$ cat src/rtl/cpu_types_pkg.sv
// Shared RV32I types for the multicycle control path: opcodes, branch codes,
// sequencer states, ALU operations and the decoded control bundle.
package cpu_types_pkg;

    typedef enum logic [6:0] {
        OP_LUI    = 7'b0110111,
        OP_AUIPC  = 7'b0010111,
        OP_JAL    = 7'b1101111,
        OP_JALR   = 7'b1100111,
        OP_BRANCH = 7'b1100011,
        OP_LOAD   = 7'b0000011,
        OP_STORE  = 7'b0100011,
        OP_ITYPE  = 7'b0010011,
        OP_RTYPE  = 7'b0110011
    } opcode_t;

    typedef enum logic [2:0] {
        F3_BEQ  = 3'b000,
        F3_BNE  = 3'b001,
        F3_BLT  = 3'b100,
        F3_BGE  = 3'b101,
        F3_BLTU = 3'b110,
        F3_BGEU = 3'b111
    } branch_t;

    typedef enum logic [2:0] {FETCH, DECODE, EXEC, MEM, WB, HALT} mc_state_t;

    typedef enum logic [3:0] {
        ALU_SLL, ALU_SRL, ALU_SRA, ALU_ADD, ALU_SUB,
        ALU_AND, ALU_OR, ALU_XOR, ALU_SLT, ALU_SLTU
    } aluop_t;

    localparam logic [31:0] HALT_INSTR = 32'hFFFFFFFF;

    typedef struct packed {
        aluop_t alu_op;
        logic   alusrc;
        logic   memtoreg;
        logic   jal;
        logic   jalr;
        logic   auipc;
        logic   lui;
        logic   is_load;
        logic   is_store;
        logic   is_branch;
        logic   br_ne;       // branch taken when the ALU result is nonzero
        logic   illegal;
        logic   halt_instr;
    } ctrl_t;

    function automatic aluop_t alu_f3(input logic [2:0] f3, input logic alt);
        case (f3)
            3'd0:    return alt ? ALU_SUB : ALU_ADD;
            3'd1:    return ALU_SLL;
            3'd2:    return ALU_SLT;
            3'd3:    return ALU_SLTU;
            3'd4:    return ALU_XOR;
            3'd5:    return alt ? ALU_SRA : ALU_SRL;
            3'd6:    return ALU_OR;
            default: return ALU_AND;
        endcase
    endfunction

endpackage

$ cat src/rtl/instr_decoder.sv
// Combinational RV32I decode of the instruction register into the control bundle.
module instr_decoder
    import cpu_types_pkg::*;
#(
    parameter int WORD_W = 32
) (
    input  logic [WORD_W-1:0] instr,
    output ctrl_t             ctrl
);
    opcode_t    op;
    logic [2:0] f3;

    assign op = opcode_t'(instr[6:0]);
    assign f3 = instr[14:12];

    always_comb begin
        ctrl            = '0;
        ctrl.alu_op     = ALU_ADD;
        ctrl.halt_instr = (instr == WORD_W'(HALT_INSTR));
        case (op)
            OP_LUI:   begin ctrl.lui   = 1'b1; ctrl.alusrc = 1'b1; end
            OP_AUIPC: begin ctrl.auipc = 1'b1; ctrl.alusrc = 1'b1; end
            OP_JAL:   begin ctrl.jal   = 1'b1; ctrl.alusrc = 1'b1; end
            OP_JALR:  begin ctrl.jalr  = 1'b1; ctrl.alusrc = 1'b1; end
            OP_LOAD: begin
                ctrl.is_load  = 1'b1;
                ctrl.alusrc   = 1'b1;
                ctrl.memtoreg = 1'b1;
            end
            OP_STORE: begin ctrl.is_store = 1'b1; ctrl.alusrc = 1'b1; end
            // only shifts use funct7 for immediates; addi never becomes a subtract
            OP_ITYPE: begin
                ctrl.alusrc = 1'b1;
                ctrl.alu_op = alu_f3(f3, instr[30] && (f3 == 3'd5));
            end
            OP_RTYPE: ctrl.alu_op = alu_f3(f3, instr[30]);
            OP_BRANCH: begin
                ctrl.is_branch = 1'b1;
                case (f3)
                    F3_BLT, F3_BGE:   ctrl.alu_op = ALU_SLT;
                    F3_BLTU, F3_BGEU: ctrl.alu_op = ALU_SLTU;
                    default:          ctrl.alu_op = ALU_SUB;
                endcase
                ctrl.br_ne = (f3 == F3_BNE) || (f3 == F3_BLT) || (f3 == F3_BLTU);
            end
            default: ctrl.illegal = 1'b1;
        endcase
    end
endmodule

$ cat src/rtl/multicycle_control_unit.sv
// Multicycle RV32I sequencer: instruction register, FETCH..HALT state machine and
// per-state datapath enables. Define CU_WATCHDOG_EN to add the memory-wait watchdog.
module multicycle_control_unit
    import cpu_types_pkg::*;
#(
    parameter int WORD_W  = 32,
    parameter int TIMEOUT = 16
) (
    input  logic              CLK,
    input  logic              RST,
    input  logic [WORD_W-1:0] imemload,
    input  logic              ihit,
    input  logic              dhit,
    input  logic              zero,
    output logic              iREN,
    output logic              dREN,
    output logic              dWEN,
    output logic              ir_en,
    output logic              pc_en,
    output logic              WEN,
    output aluop_t            alu_op,
    output logic              ALUsrc,
    output logic              memtoreg,
    output logic              jal,
    output logic              jalr,
    output logic              auipc,
    output logic              lui,
    output logic              branch_taken,
    output logic [WORD_W-1:0] instr,
    output logic              halt,
    output logic              illegal,
    output logic              timeout
);
    mc_state_t state;
    ctrl_t     dec;
    logic      wd_fire;
    logic      ctrl_on;

    instr_decoder #(.WORD_W(WORD_W)) u_dec (
        .instr (instr),
        .ctrl  (dec)
    );

    // decoded bundle is presented from DECODE until the instruction retires
    assign ctrl_on = !RST && (state inside {DECODE, EXEC, MEM, WB});

    always_comb begin
        iREN         = 1'b0;
        dREN         = 1'b0;
        dWEN         = 1'b0;
        ir_en        = 1'b0;
        pc_en        = 1'b0;
        WEN          = 1'b0;
        branch_taken = 1'b0;
        alu_op       = ctrl_on ? dec.alu_op : aluop_t'(4'd0);
        ALUsrc       = ctrl_on && dec.alusrc;
        memtoreg     = ctrl_on && dec.memtoreg;
        jal          = ctrl_on && dec.jal;
        jalr         = ctrl_on && dec.jalr;
        auipc        = ctrl_on && dec.auipc;
        lui          = ctrl_on && dec.lui;
        if (!RST) begin
            case (state)
                FETCH: begin
                    iREN  = 1'b1;
                    ir_en = ihit;
                end
                EXEC: if (dec.is_branch) begin
                    pc_en        = 1'b1;
                    branch_taken = dec.br_ne ? !zero : zero;
                end
                MEM: begin
                    dREN  = dec.is_load;
                    dWEN  = dec.is_store;
                    pc_en = dec.is_store && dhit;
                end
                WB: begin
                    WEN   = 1'b1;
                    pc_en = 1'b1;
                end
                default: ;
            endcase
        end
    end

    always_ff @(posedge CLK or posedge RST) begin
        if (RST) begin
            state   <= FETCH;
            instr   <= '0;
            halt    <= 1'b0;
            illegal <= 1'b0;
        end else begin
            case (state)
                FETCH:
                    if (ihit) begin
                        instr <= imemload;
                        state <= DECODE;
                    end else if (wd_fire) begin
                        state <= HALT;
                        halt  <= 1'b1;
                    end
                DECODE:
                    if (dec.halt_instr) begin
                        state <= HALT;
                        halt  <= 1'b1;
                    end else if (dec.illegal) begin
                        state   <= HALT;
                        halt    <= 1'b1;
                        illegal <= 1'b1;
                    end else begin
                        state <= EXEC;
                    end
                EXEC:
                    if (dec.is_load || dec.is_store) state <= MEM;
                    else if (dec.is_branch)          state <= FETCH;
                    else                             state <= WB;
                MEM:
                    if (dhit) begin
                        state <= dec.is_load ? WB : FETCH;
                    end else if (wd_fire) begin
                        state <= HALT;
                        halt  <= 1'b1;
                    end
                WB:      state <= FETCH;
                default: state <= HALT;
            endcase
        end
    end

`ifdef CU_WATCHDOG_EN
    localparam int CW = $clog2(TIMEOUT + 1);

    logic [CW-1:0] wait_cnt;
    logic          waiting;

    // a hit in the limit cycle leaves waiting low, so the hit wins
    assign waiting = ((state == FETCH) && !ihit) || ((state == MEM) && !dhit);
    assign wd_fire = waiting && (wait_cnt == CW'(TIMEOUT - 1));

    always_ff @(posedge CLK or posedge RST) begin
        if (RST)                      wait_cnt <= '0;
        else if (waiting && !wd_fire) wait_cnt <= wait_cnt + 1'b1;
        else                          wait_cnt <= '0;
    end

    always_ff @(posedge CLK or posedge RST) begin
        if (RST)          timeout <= 1'b0;
        else if (wd_fire) timeout <= 1'b1;
    end
`else
    localparam int unused_timeout = TIMEOUT;

    assign wd_fire = 1'b0;
    assign timeout = 1'b0;
`endif

endmodule

$ cat config.mk
export PLATFORM = sky130hd
export DESIGN_NAME = multicycle_control_unit
export DESIGN_NICKNAME = d
export VERILOG_FILES = /design/src/rtl/cpu_types_pkg.sv /design/src/rtl/instr_decoder.sv /design/src/rtl/multicycle_control_unit.sv
export SDC_FILE = /design/constraint.sdc
export NUM_CORES = 1
export LEC_CHECK = 0
export ABC_AREA = 1
export ABC_CLOCK_PERIOD_IN_PS = 2600
export CAP_MARGIN = 15
export CORE_AREA = 3 3 75 77
export CTS_BUF_LIST = sky130_fd_sc_hd__clkbuf_4 sky130_fd_sc_hd__clkbuf_8
export DETAILED_ROUTE_END_ITERATION = 10
export DIE_AREA = 0 0 78 80
export MAX_ROUTING_LAYER = met4
export PLACE_DENSITY_LB_ADDON = 0.12
export SETUP_SLACK_MARGIN = 0.15
export SYNTH_ARGS = -nofsm -noshare
export SYNTH_HDL_FRONTEND = slang
export SYNTH_SLANG_ARGS = --single-unit
$ cat constraint.sdc
create_clock -name CLK -period 2.6 [get_ports CLK]
set_input_delay 0.39 -clock CLK [delete_from_list [all_inputs] [get_ports CLK]]
set_output_delay 0.39 -clock CLK [all_outputs]
set_load 0.02 [all_outputs]
==> flow_summary_export.csv <==
group,metric,value,unit
status,run_status,"finished, final reports clean",
timing,fmax,0.422,GHz
final_layout,drive_gt1_frac,0.0945,
timing,rsz0062_at_grt,"yes",
final_layout,num-fill-cells,491,
critical_path,cp_cell_sequence,"nor2_2 -> nand2_1 -> nand3_2 -> o21ai_4 -> nor2_1 -> clkdlybuf4s50_1",
timing,fin_setup_tns,0,ns
global_route,grt_pass1_wl,8890,um
pwr,swShare,0.422,
die,fp.dieArea,0.00624,mm^2
die,ioPinCount,89,
pwr,seqPwrFrac,0.328,
final_layout,area_growth_syn_to_layout,52.1,%
timing,setup_viol,0,
synth,syn_area,0.00200,mm^2
placed_design,numPortBuffers,87,
global_route,antenna_found_initial,0,
routing,via_per_inst,4.79,
critical_path,crit_arrival,1.98,ns
pwr,power.share.clock,0.152,
timing,finClkSkew,0.00562,ns
routing,drt.antenna.violating_nets,0,
die,die_h,80,um
routing,drt_wl_total,5350,um
pwr,power_leakage,1.42,nW
pwr,combPwrFrac,0.519,
critical_path,slowest_stage,"clkdlybuf4s50_1",
job,drv_cap,0,
die,fp.dieW,78,um
routing,num_vias,1906,
routing,drc,0,
routing,drt_iter0_markers,90,
global_route,overflow,0,
final_layout,nets,364,
critical_path,critical_path_required,2.21,ns
clock_network,clock-root-buffer,"clkbuf_8",
critical_path,crit_fanout,9,
synth,synth_warnings,0,
placed_design,placed_area,0.00295,mm^2
synth,syn_inst,236,
clock_network,clk_path_buf_depth,2,
final_layout,antenna_cells,0,
critical_path,criticalPathCategory,"reg2out",
clock_network,clock_sinks,37,
synth,synth_cell_types,23,
pwr,peakVddDrop,560,uV
routing,routedWlPerCell,13.4,um
critical_path,end_kind,"primary output",
placed_design,dpl.hpwl,4120,um
die,design.core.area,0.00507,mm^2
global_route,grt_max_degree,41,
clock_network,ctsHoldBuffers,0,
clock_network,cts_tree,"yes",
timing,post-route-period-util,0.912,
pwr,intPower,1.94,mW
critical_path,path_buf_inv,1,
die,initial_core_util,0.394,
synth,ys_seq_area_frac,0.463,
global_route,grt_usage,0.185,
clock_network,h-tree-depth,2,
pwr,switchingPower,1.42,mW
synth,synth_seq_cells,37,
critical_path,path_delay_family,"buffers and inverters",
final_layout,fin_area,0.00305,mm^2
timing,hold_violations,0,
placed_design,place.gp.congestion,0.917,
die,rows,26,
global_route,first_global_vias,1821,
timing,fin_worst_hold_slack,0.466,ns
clock_network,insertion_delay,0.29,ns
timing,fin_crit,2.37,ns
clock_network,clk_pin_slew,0.08,ns
pwr,power.density,1110,mW/mm^2
synth,syn_nets,273,
clock_network,numCtsBuffers,5,
min_path,hold_path_class,"reg2reg",
critical_path,critPathMaxStageDelay,0.60,ns
synth,synth_area_per_cell,8.48,um^2
critical_path,cp-start-kind,"flip-flop",
routing,first_pass_iters,4,
timing,drv_slew,0,
state kept, by name, summed over array words and instances (netlist names):
name,flops
halt,1
illegal,1
instr,32
state,3
metal layers:
metal | share of wire | track usage | up-vias
met3 | 0.057 | 0.0327 | 5
met2 | 0.48 | 0.295 | 62
li1 | - | - | 966
met5 | 0 | - | -
met1 | 0.45 | 0.241 | 873
met4 | 0.013 | 0.0612 | 0
per-stage QoR:
step           power, mW   util  instances  worst slack (ns)
4_1_cts             3.40  0.603        398             0.184
3_3_place_gp        2.86  0.582        390             0.216
2_1_floorplan       2.08      -        236             0.380
6_report            3.37  0.600        398             0.228
5_1_grt             3.61  0.600        398            0.0795
3_5_place_dp        2.89  0.582        390             0.165
repair_timing:
item / CTS / global route
resized for setup: 8 / 14
setup buffers: 0 / 0
endpoints found under the setup margin: 8 / 11
gates cloned: 0 / 0
placed cells by master (no fill, tap or decap), drive strengths merged, types with 4 or more instances in the layout:
master and count:
inv 24, o21ai 7, a21oi 16, nand2 36
clkbuf 11, nand4 8, dfrtp 37, buf 4
nor2 45, nand3 22, clkdlybuf4s50 77, mux2 24
nor3 7
synth_stat cells (all sizes together):
cell type | n | area share
a21oi | 16 | 0.042
inv | 25 | 0.047
mux2 | 24 | 0.14
nor2 | 45 | 0.087
nand2 | 36 | 0.068
o21ai | 7 | 0.023
clkbuf | 1 | 0.0019
buf | 6 | 0.019
dfrtp | 37 | 0.46
nand3 | 22 | 0.063
conb | 1 | 0.0019
or2 | 1 | 0.0031
nor3 | 7 | 0.023
nand4 | 8 | 0.025
power by group through the flow:
| stage | clock (mW) | sequential (mW) | combinational [mW] |
|---|---|---|---|
| global placement | 0 | 1.10 | 1.76 |
| global route | 0.551 | 1.16 | 1.90 |
| detailed placement | 0 | 1.11 | 1.78 |
| floorplan | 0 | 1.37 | 0.713 |
| finish | 0.512 | 1.11 | 1.75 |
| CTS | 0.525 | 1.10 | 1.77 |
worst register-to-register path, cell delays in order (launching register included):
cell,delay (ns)
dfrtp_1,0.45
inv_1,0.13
nand3_2,0.10
buf_4,0.43
mux2_1,0.39
area by class of cell:
class                           count  area, um^2  share of cell area
Tap cell                           70        87.6              0.0288
Multi-Input combinational cell    167         941               0.309
Clock inverter                      2        38.8              0.0127
Timing Repair Buffer               91         878               0.288
Inverter                           25        97.6              0.0320
Sequential cell                    37         926               0.304
Clock buffer                        6        76.3              0.0251
cell families after synthesis:
logic type / synth area share
multiplexers: 0.135
AND/OR/NAND/NOR: 0.268
flip-flops: 0.463
buffers and inverters: 0.0675
other: 0.00187
AO/OA/AOI/OAI: 0.0650
worst paths after layout:
| path | start | to | slack (ns) | cells past startpoint |
|---|---|---|---|---|
| max in group asynchronous | RST | instr[13] | 1.63 | 3 |
| hold / removal | halt | halt | 0.47 | 2 |
| hold reg to reg | halt | halt | 0.47 | 2 |
| setup reg to reg | state[2] | instr[21] | 0.99 | 4 |
| setup / recovery | state[1] | jal | 0.23 | 6 |
| min in group asynchronous | RST | instr[4] | 0.64 | 3 |
Power figures use the tool's default switching activity.
